**src/rtl/clock_pkg.sv**
```systemverilog
// Shared constants for the clock display: set-mode codes, active-low segment patterns
// {g,f,e,d,c,b,a}, and the digit-to-field mapping helpers.
package clock_pkg;

    localparam int NUM_DIGITS = 6;

    localparam logic [2:0] MODE_HOUR_SET = 3'b111;
    localparam logic [2:0] MODE_MIN_SET  = 3'b110;
    localparam logic [2:0] MODE_SEC_SET  = 3'b101;

    localparam logic [6:0] SEG_0    = 7'b1000000;
    localparam logic [6:0] SEG_1    = 7'b1111001;
    localparam logic [6:0] SEG_2    = 7'b0100100;
    localparam logic [6:0] SEG_3    = 7'b0110000;
    localparam logic [6:0] SEG_4    = 7'b0011001;
    localparam logic [6:0] SEG_5    = 7'b0010010;
    localparam logic [6:0] SEG_6    = 7'b0000010;
    localparam logic [6:0] SEG_7    = 7'b1111000;
    localparam logic [6:0] SEG_8    = 7'b0000000;
    localparam logic [6:0] SEG_9    = 7'b0010000;
    localparam logic [6:0] SEG_DASH = 7'b0111111;
    localparam logic [6:0] SEG_OFF  = 7'b1111111;

    typedef enum logic [1:0] {
        FieldSec  = 2'd0,
        FieldMin  = 2'd1,
        FieldHour = 2'd2,
        FieldNone = 2'd3
    } field_e;

    // Digits are paired per field: idx 0/1 sec, 2/3 min, 4/5 hour.
    function automatic field_e field_of_idx(input logic [2:0] idx);
        case (idx)
            3'd0, 3'd1: return FieldSec;
            3'd2, 3'd3: return FieldMin;
            3'd4, 3'd5: return FieldHour;
            default:    return FieldNone;
        endcase
    endfunction

    function automatic field_e field_of_mode(input logic [2:0] mode);
        case (mode)
            MODE_HOUR_SET: return FieldHour;
            MODE_MIN_SET:  return FieldMin;
            MODE_SEC_SET:  return FieldSec;
            default:       return FieldNone;
        endcase
    endfunction

endpackage

```
**src/rtl/seg7_decoder.sv**
```systemverilog
// Combinational BCD to active-low 7-segment decoder; non-decimal codes render a dash.
module seg7_decoder (
    input  logic [3:0] i_bcd,
    output logic [6:0] o_seg
);
    import clock_pkg::*;

    always_comb begin
        o_seg = SEG_DASH;
        case (i_bcd)
            4'd0:    o_seg = SEG_0;
            4'd1:    o_seg = SEG_1;
            4'd2:    o_seg = SEG_2;
            4'd3:    o_seg = SEG_3;
            4'd4:    o_seg = SEG_4;
            4'd5:    o_seg = SEG_5;
            4'd6:    o_seg = SEG_6;
            4'd7:    o_seg = SEG_7;
            4'd8:    o_seg = SEG_8;
            4'd9:    o_seg = SEG_9;
            default: o_seg = SEG_DASH;
        endcase
    end

endmodule

```
**src/rtl/time_display_scanner.sv**
```systemverilog
// Scans HH.MM.SS onto a 6-digit common-anode display, one digit per DIGIT_DIV clocks,
// blinking the field being set and latching the time once per frame for coherence.
module time_display_scanner #(
    parameter int unsigned DIGIT_DIV = 50_000,
    parameter int unsigned BLINK_DIV = 12_500_000
) (
    input  logic       clk,
    input  logic       rst,
    input  logic [4:0] hour,
    input  logic [5:0] min,
    input  logic [5:0] sec,
    input  logic [2:0] mode,
    output logic [5:0] an,
    output logic [6:0] seg,
    output logic       dp
);
    import clock_pkg::*;

    localparam int unsigned DCNT_W   = (DIGIT_DIV > 1) ? $clog2(DIGIT_DIV) : 1;
    localparam int unsigned BCNT_W   = (BLINK_DIV > 1) ? $clog2(BLINK_DIV) : 1;
    localparam logic [2:0]  LAST_IDX = 3'(NUM_DIGITS - 1);

    logic [DCNT_W-1:0] r_dcnt;
    logic [2:0]        r_idx;
    logic [BCNT_W-1:0] r_bcnt;
    logic              r_phase;

    logic [4:0]        r_hour;
    logic [5:0]        r_min;
    logic [5:0]        r_sec;
    logic [2:0]        r_mode;

    logic [5:0]        r_an;
    logic [6:0]        r_seg;
    logic              r_dp;

    logic              w_tick;
    logic              w_bwrap;
    logic              w_frame_end;
    field_e            w_field;
    field_e            w_set_field;
    logic [5:0]        w_val;
    logic [5:0]        w_limit;
    logic              w_in_range;
    logic [3:0]        w_tens;
    logic [3:0]        w_ones;
    logic [3:0]        w_digit;
    logic [6:0]        w_seg;
    logic              w_blank;
    logic              w_dp_on;

    assign w_tick      = (r_dcnt == DCNT_W'(DIGIT_DIV - 1));
    assign w_bwrap     = (r_bcnt == BCNT_W'(BLINK_DIV - 1));
    assign w_frame_end = w_tick && (r_idx == LAST_IDX);

    always_ff @(posedge clk or posedge rst) begin
        if (rst) begin
            r_dcnt <= '0;
            r_idx  <= 3'd0;
        end else if (w_tick) begin
            r_dcnt <= '0;
            r_idx  <= (r_idx == LAST_IDX) ? 3'd0 : r_idx + 3'd1;
        end else begin
            r_dcnt <= r_dcnt + DCNT_W'(1);
        end
    end

    always_ff @(posedge clk or posedge rst) begin
        if (rst) begin
            r_bcnt  <= '0;
            r_phase <= 1'b0;
        end else if (w_bwrap) begin
            r_bcnt  <= '0;
            r_phase <= ~r_phase;
        end else begin
            r_bcnt  <= r_bcnt + BCNT_W'(1);
        end
    end

    // Latch on the last digit's final cycle so the next frame is drawn from one coherent time.
    always_ff @(posedge clk or posedge rst) begin
        if (rst) begin
            r_hour <= '0;
            r_min  <= '0;
            r_sec  <= '0;
            r_mode <= '0;
        end else if (w_frame_end) begin
            r_hour <= hour;
            r_min  <= min;
            r_sec  <= sec;
            r_mode <= mode;
        end
    end

    always_comb begin
        w_field = field_of_idx(r_idx);
        w_val   = '0;
        w_limit = 6'd59;
        case (w_field)
            FieldSec:  w_val = r_sec;
            FieldMin:  w_val = r_min;
            FieldHour: begin
                w_val   = {1'b0, r_hour};
                w_limit = 6'd23;
            end
            default:   w_val = '0;
        endcase
    end

    assign w_in_range = (w_val <= w_limit);
    assign w_tens     = 4'(w_val / 6'd10);
    assign w_ones     = 4'(w_val % 6'd10);
    // Code 15 decodes to a dash, which marks an out-of-range field on both digits.
    assign w_digit    = !w_in_range ? 4'hF : (r_idx[0] ? w_tens : w_ones);

    assign w_set_field = field_of_mode(r_mode);
    assign w_blank     = r_phase && (w_set_field != FieldNone) && (w_set_field == w_field);
    assign w_dp_on     = (r_idx == 3'd2) || (r_idx == 3'd4);

    seg7_decoder u_seg7_decoder (
        .i_bcd (w_digit),
        .o_seg (w_seg)
    );

    always_ff @(posedge clk or posedge rst) begin
        if (rst) begin
            r_an  <= 6'b111111;
            r_seg <= SEG_OFF;
            r_dp  <= 1'b1;
        end else begin
            r_an  <= w_blank ? 6'b111111 : ~(6'b000001 << r_idx);
            r_seg <= w_seg;
            r_dp  <= w_blank | ~w_dp_on;
        end
    end

    assign an  = r_an;
    assign seg = r_seg;
    assign dp  = r_dp;

endmodule
```
**config.mk**
```make
export PLATFORM = sky130hd
export DESIGN_NAME = time_display_scanner
export DESIGN_NICKNAME = d
export VERILOG_FILES = /design/src/rtl/clock_pkg.sv /design/src/rtl/seg7_decoder.sv /design/src/rtl/time_display_scanner.sv
export SDC_FILE = /design/constraint.sdc
export NUM_CORES = 1
export LEC_CHECK = 0
export CAP_MARGIN = 20
export CORE_MARGIN = 2
export CORE_UTILIZATION = 30
export CTS_CLUSTER_DIAMETER = 100
export CTS_CLUSTER_SIZE = 28
export DETAILED_ROUTE_END_ITERATION = 8
export HOLD_SLACK_MARGIN = 0.15
export SLEW_MARGIN = 40
export SYNTH_ARGS = -nofsm -noshare
export SYNTH_HDL_FRONTEND = slang
export SYNTH_SLANG_ARGS = --single-unit
```
**constraint.sdc**
```tcl
create_clock -name clk -period 4.96 [get_ports clk]
set_clock_uncertainty 0.15 [all_clocks]
set_input_delay 0.992 -clock clk [delete_from_list [all_inputs] [get_ports clk]]
set_output_delay 0.992 -clock clk [all_outputs]
set_load 0.01 [all_outputs]
```
==> results_dict.tcl <==
set metrics [dict create \
    status "finished clean" \
    post-route-min-period_ns 4.64 \
    endpoint_kind "register" \
    num_rows 42 \
    grt_use_met2_pct 20.1 \
    numCtsBuffers 9 \
    synth_nets 415 \
    grt.busiest_layer "met2" \
    holdBufCountCts 0 \
    cp-start-kind "register" \
    grt.total_usage_pct 12.4 \
    p_sw_mw 0.343 \
    clock-sinks 78 \
    drcViolationCount 0 \
    n_fill_cell 1316 \
    antenna_found_initial 0 \
    synthTopCellsByArea "dfrtp_1 40%, dfstp_2 9.2%, mux2_2 6.5%" \
    yosysUniqueCellTypes 58 \
    r2r_cells 19 \
    finalHoldViolations 0 \
    fp.coreArea_sq_um 13100 \
    grt_pass1_wl_mm 14.2 \
    drive_gt1_share_pct 18.5 \
    syn_area_sq_um 4000 \
    ys_warn_count 0 \
    ir_worst_vdd_v 0.000127 \
    dr.first_iter.drc_count 124 \
    clkPwrFrac_pct 41.8 \
    max_freq_ghz 0.216 \
    port-buffer-count 35 \
    hold_path.class "reg2reg" \
    worst_ep_arrival_time_ns 4.74 \
    pwr-share-comb_pct 11.8 \
    finalCritPeriodShare_pct 93.5 \
    gp_congestion 0.947 \
    min_path_cells 1 \
    ys.flop_type "dfrtp_1" \
    seq_power_share_pct 46.4 \
    yosys.area.top_type "dfrtp_1" \
    synth_seq_cells 78 \
    clock_latency_ns 0.33 \
    grt_max_degree 48 \
    routed_wl_mm 8.32 \
    p_total_mw 1.47 \
    cp_max_fo 11 \
    nets 461 \
    power_density_nw_per_um2 299 \
    synth_enable_flop_cells 0 \
    cts.path.max_buffers 2 \
    setup-violations-final 0 \
    die_h_um 120 \
    die-area_sq_um 14300 \
    synth_top_area_share_pct 40.0 \
    slew_violations 0 \
    path_clk_slew_ns 0.06 \
    crit_type "reg2reg" \
    switching_share_pct 23.3 \
    power.internal_mw 1.13 \
    dr.pass1.iters 4 \
    die_w_um 120 \
    vias 2983 \
    syn2layout_area_growth_pct 22.6 \
    antenna_cells 0 \
    wl_per_cell_um 13.7 \
    grt_util_met3_pct 3.09 \
    grt-ovfl-total 0 \
    grtUsageMet1_pct 16.0 \
    seq_area_frac_synth_pct 49.2 \
    fin_hold_ws_ns 0.306 \
    vias_per_cell 4.91 \
    leakage_nw 2.09 \
    cap_violations 0 \
    dp_worst_setup_slack_ns 0.229 \
    htreeDepth 3 \
    cp_data_required_time_ns 5.06 \
    final_cell_area_sq_um 4910 \
    setup_slack_ns 0.324 \
    ant_nets 0 \
    grt_pass1_vias 2991 \
    ios 36 \
    ys_async_sr_fraction_pct 100 \
    syn_area_per_cell_sq_um 10.5 \
    synth_cells 381 \
    cts_root_buf "clkbuf_16" \
    dpl.hpwl_mm 6.07 \
    worst_slew_margin_rel_pct 52.2 \
    placed_cell_area_sq_um 4600 \
    cts_tree "yes" \
    initial_core_util_pct 30.5 \
    setup_tns_ns 0 \
    r2r_slack_ns 0.32 \
    worstMarginPinSlew_ns 0.716 \
]
[through the flow]
stage	instances	util, %
after detailed placement	591	35.0
after global placement	591	34.9
after floorplan	381	-
final	608	37.4
after CTS	607	37.1
after global routing	608	37.4
[power groups by stage]
stage | clock network (mW) | logic (mW) | registers (mW)
after floorplan | 0 | 0.0937 | 0.700
after global placement | 0 | 0.173 | 0.694
after detailed placement | 0 | 0.175 | 0.694
after CTS | 0.633 | 0.175 | 0.683
after global routing | 0.661 | 0.192 | 0.685
final | 0.614 | 0.174 | 0.682
[cell usage in the layout, fill, tap and decap left out, types with 3 or more instances in the layout]
cell type        count
clkdlybuf4s50_1     35
or2_2                4
dfstp_2             14
xnor2_1             20
nor3_1               9
o211ai_1             4
nand3_1             22
a21oi_1             11
nand4_1             14
mux2i_1              3
inv_1                9
mux2_2              23
o21ai_0              4
buf_4                7
nand2_1             35
or3_1                5
and2_1               5
a21o_1               3
xor2_1              17
nor4_1               4
ha_1                12
nor2b_1              3
clkbuf_16            9
and3_1               8
dfrtp_1             63
nor2_1              37
[layout make-up]
type	instances	area [sq um]	share of cell area, %
Tap cell	176	220	4.49
Multi-Input combinational cell	285	1990	40.6
Clock inverter	3	18.8	0.382
Sequential cell	78	1970	40.1
Timing Repair Buffer	42	403	8.21
Clock buffer	13	260	5.30
Inverter	11	43.8	0.892
[Yosys cell counts, types with 2 or more instances]
cell type,instances
xor2_1,17
o2111ai_1,2
and3_1,8
o211ai_1,4
a211oi_1,2
or3_1,5
nor3_1,9
nor2_1,38
mux2_2,23
mux2i_1,3
or2_2,4
dfrtp_1,64
a21oi_1,11
dfstp_2,14
clkbuf_1,5
buf_2,2
inv_1,10
o31ai_1,3
nand3_1,22
a31oi_1,2
nand4_1,14
o21ai_0,4
and2_1,5
a31o_2,2
nor2b_1,3
a22o_1,2
nand2_1,36
xnor2_1,20
nor4_1,4
ha_1,12
a21o_1,3
a32oi_1,2
[final timing paths]
kind,start,end
worst max-delay path,r_idx[0],seg[3]
min in group asynchronous,rst,r_dcnt[9]
max in group asynchronous,rst,r_min[0]
worst min-delay path,r_dcnt[0],r_dcnt[0]
worst min register to register,r_dcnt[0],r_dcnt[0]
worst max register to register,r_idx[0],seg[3]
[registers in the layout (all words and copies together) (netlist names)]
register and cells:
r_sec 6, dp 1, r_dcnt 16, r_hour 5, r_idx 3, seg 7
r_min 6, r_mode 3, r_phase 1, an 6, r_bcnt 24
[logic make-up (layout without fill, tap and decap cells)]
family	after synthesis	in the layout	share of synthesized area (%)
AO/OA/AOI/OAI	52	52	10.3
multiplexers	26	26	7.22
AND/OR/NAND/NOR	158	158	19.7
XOR/XNOR	37	37	8.09
adder cells (fa/ha/maj)	12	12	3.75
buffers and inverters	18	69	1.75
flip-flops	78	78	49.2
[critical path: stages (launching register included)]
cell      delay, ns
dfrtp_2        0.49
and2_1         0.19
ha_1           0.22
and2_1         0.24
o31ai_4        0.32
o211ai_1       0.17
nor2_1         0.18
nor2_1         0.08
ha_1           0.21
o21ai_0        0.09
a222oi_1       0.11
buf_4          0.16
o21a_1         0.17
a211oi_2       0.36
ha_1           0.31
or3_1          0.35
o211ai_1       0.33
a31oi_4        0.09
a21o_1         0.24
o211ai_1       0.10
[metal layers]
layer | vias up | part of all wire, %
li1 | 1458 | -
met1 | 1469 | 47
met2 | 45 | 49
met3 | 11 | 3.1
met4 | 0 | 1.5
met5 | - | 0
[what timing repair did]
item,in CTS,in global routing
buffers inserted,0,1
resized for setup,0,5
setup endpoints to repair,0,7
Note: power is estimated with default switching activity, not from simulation.
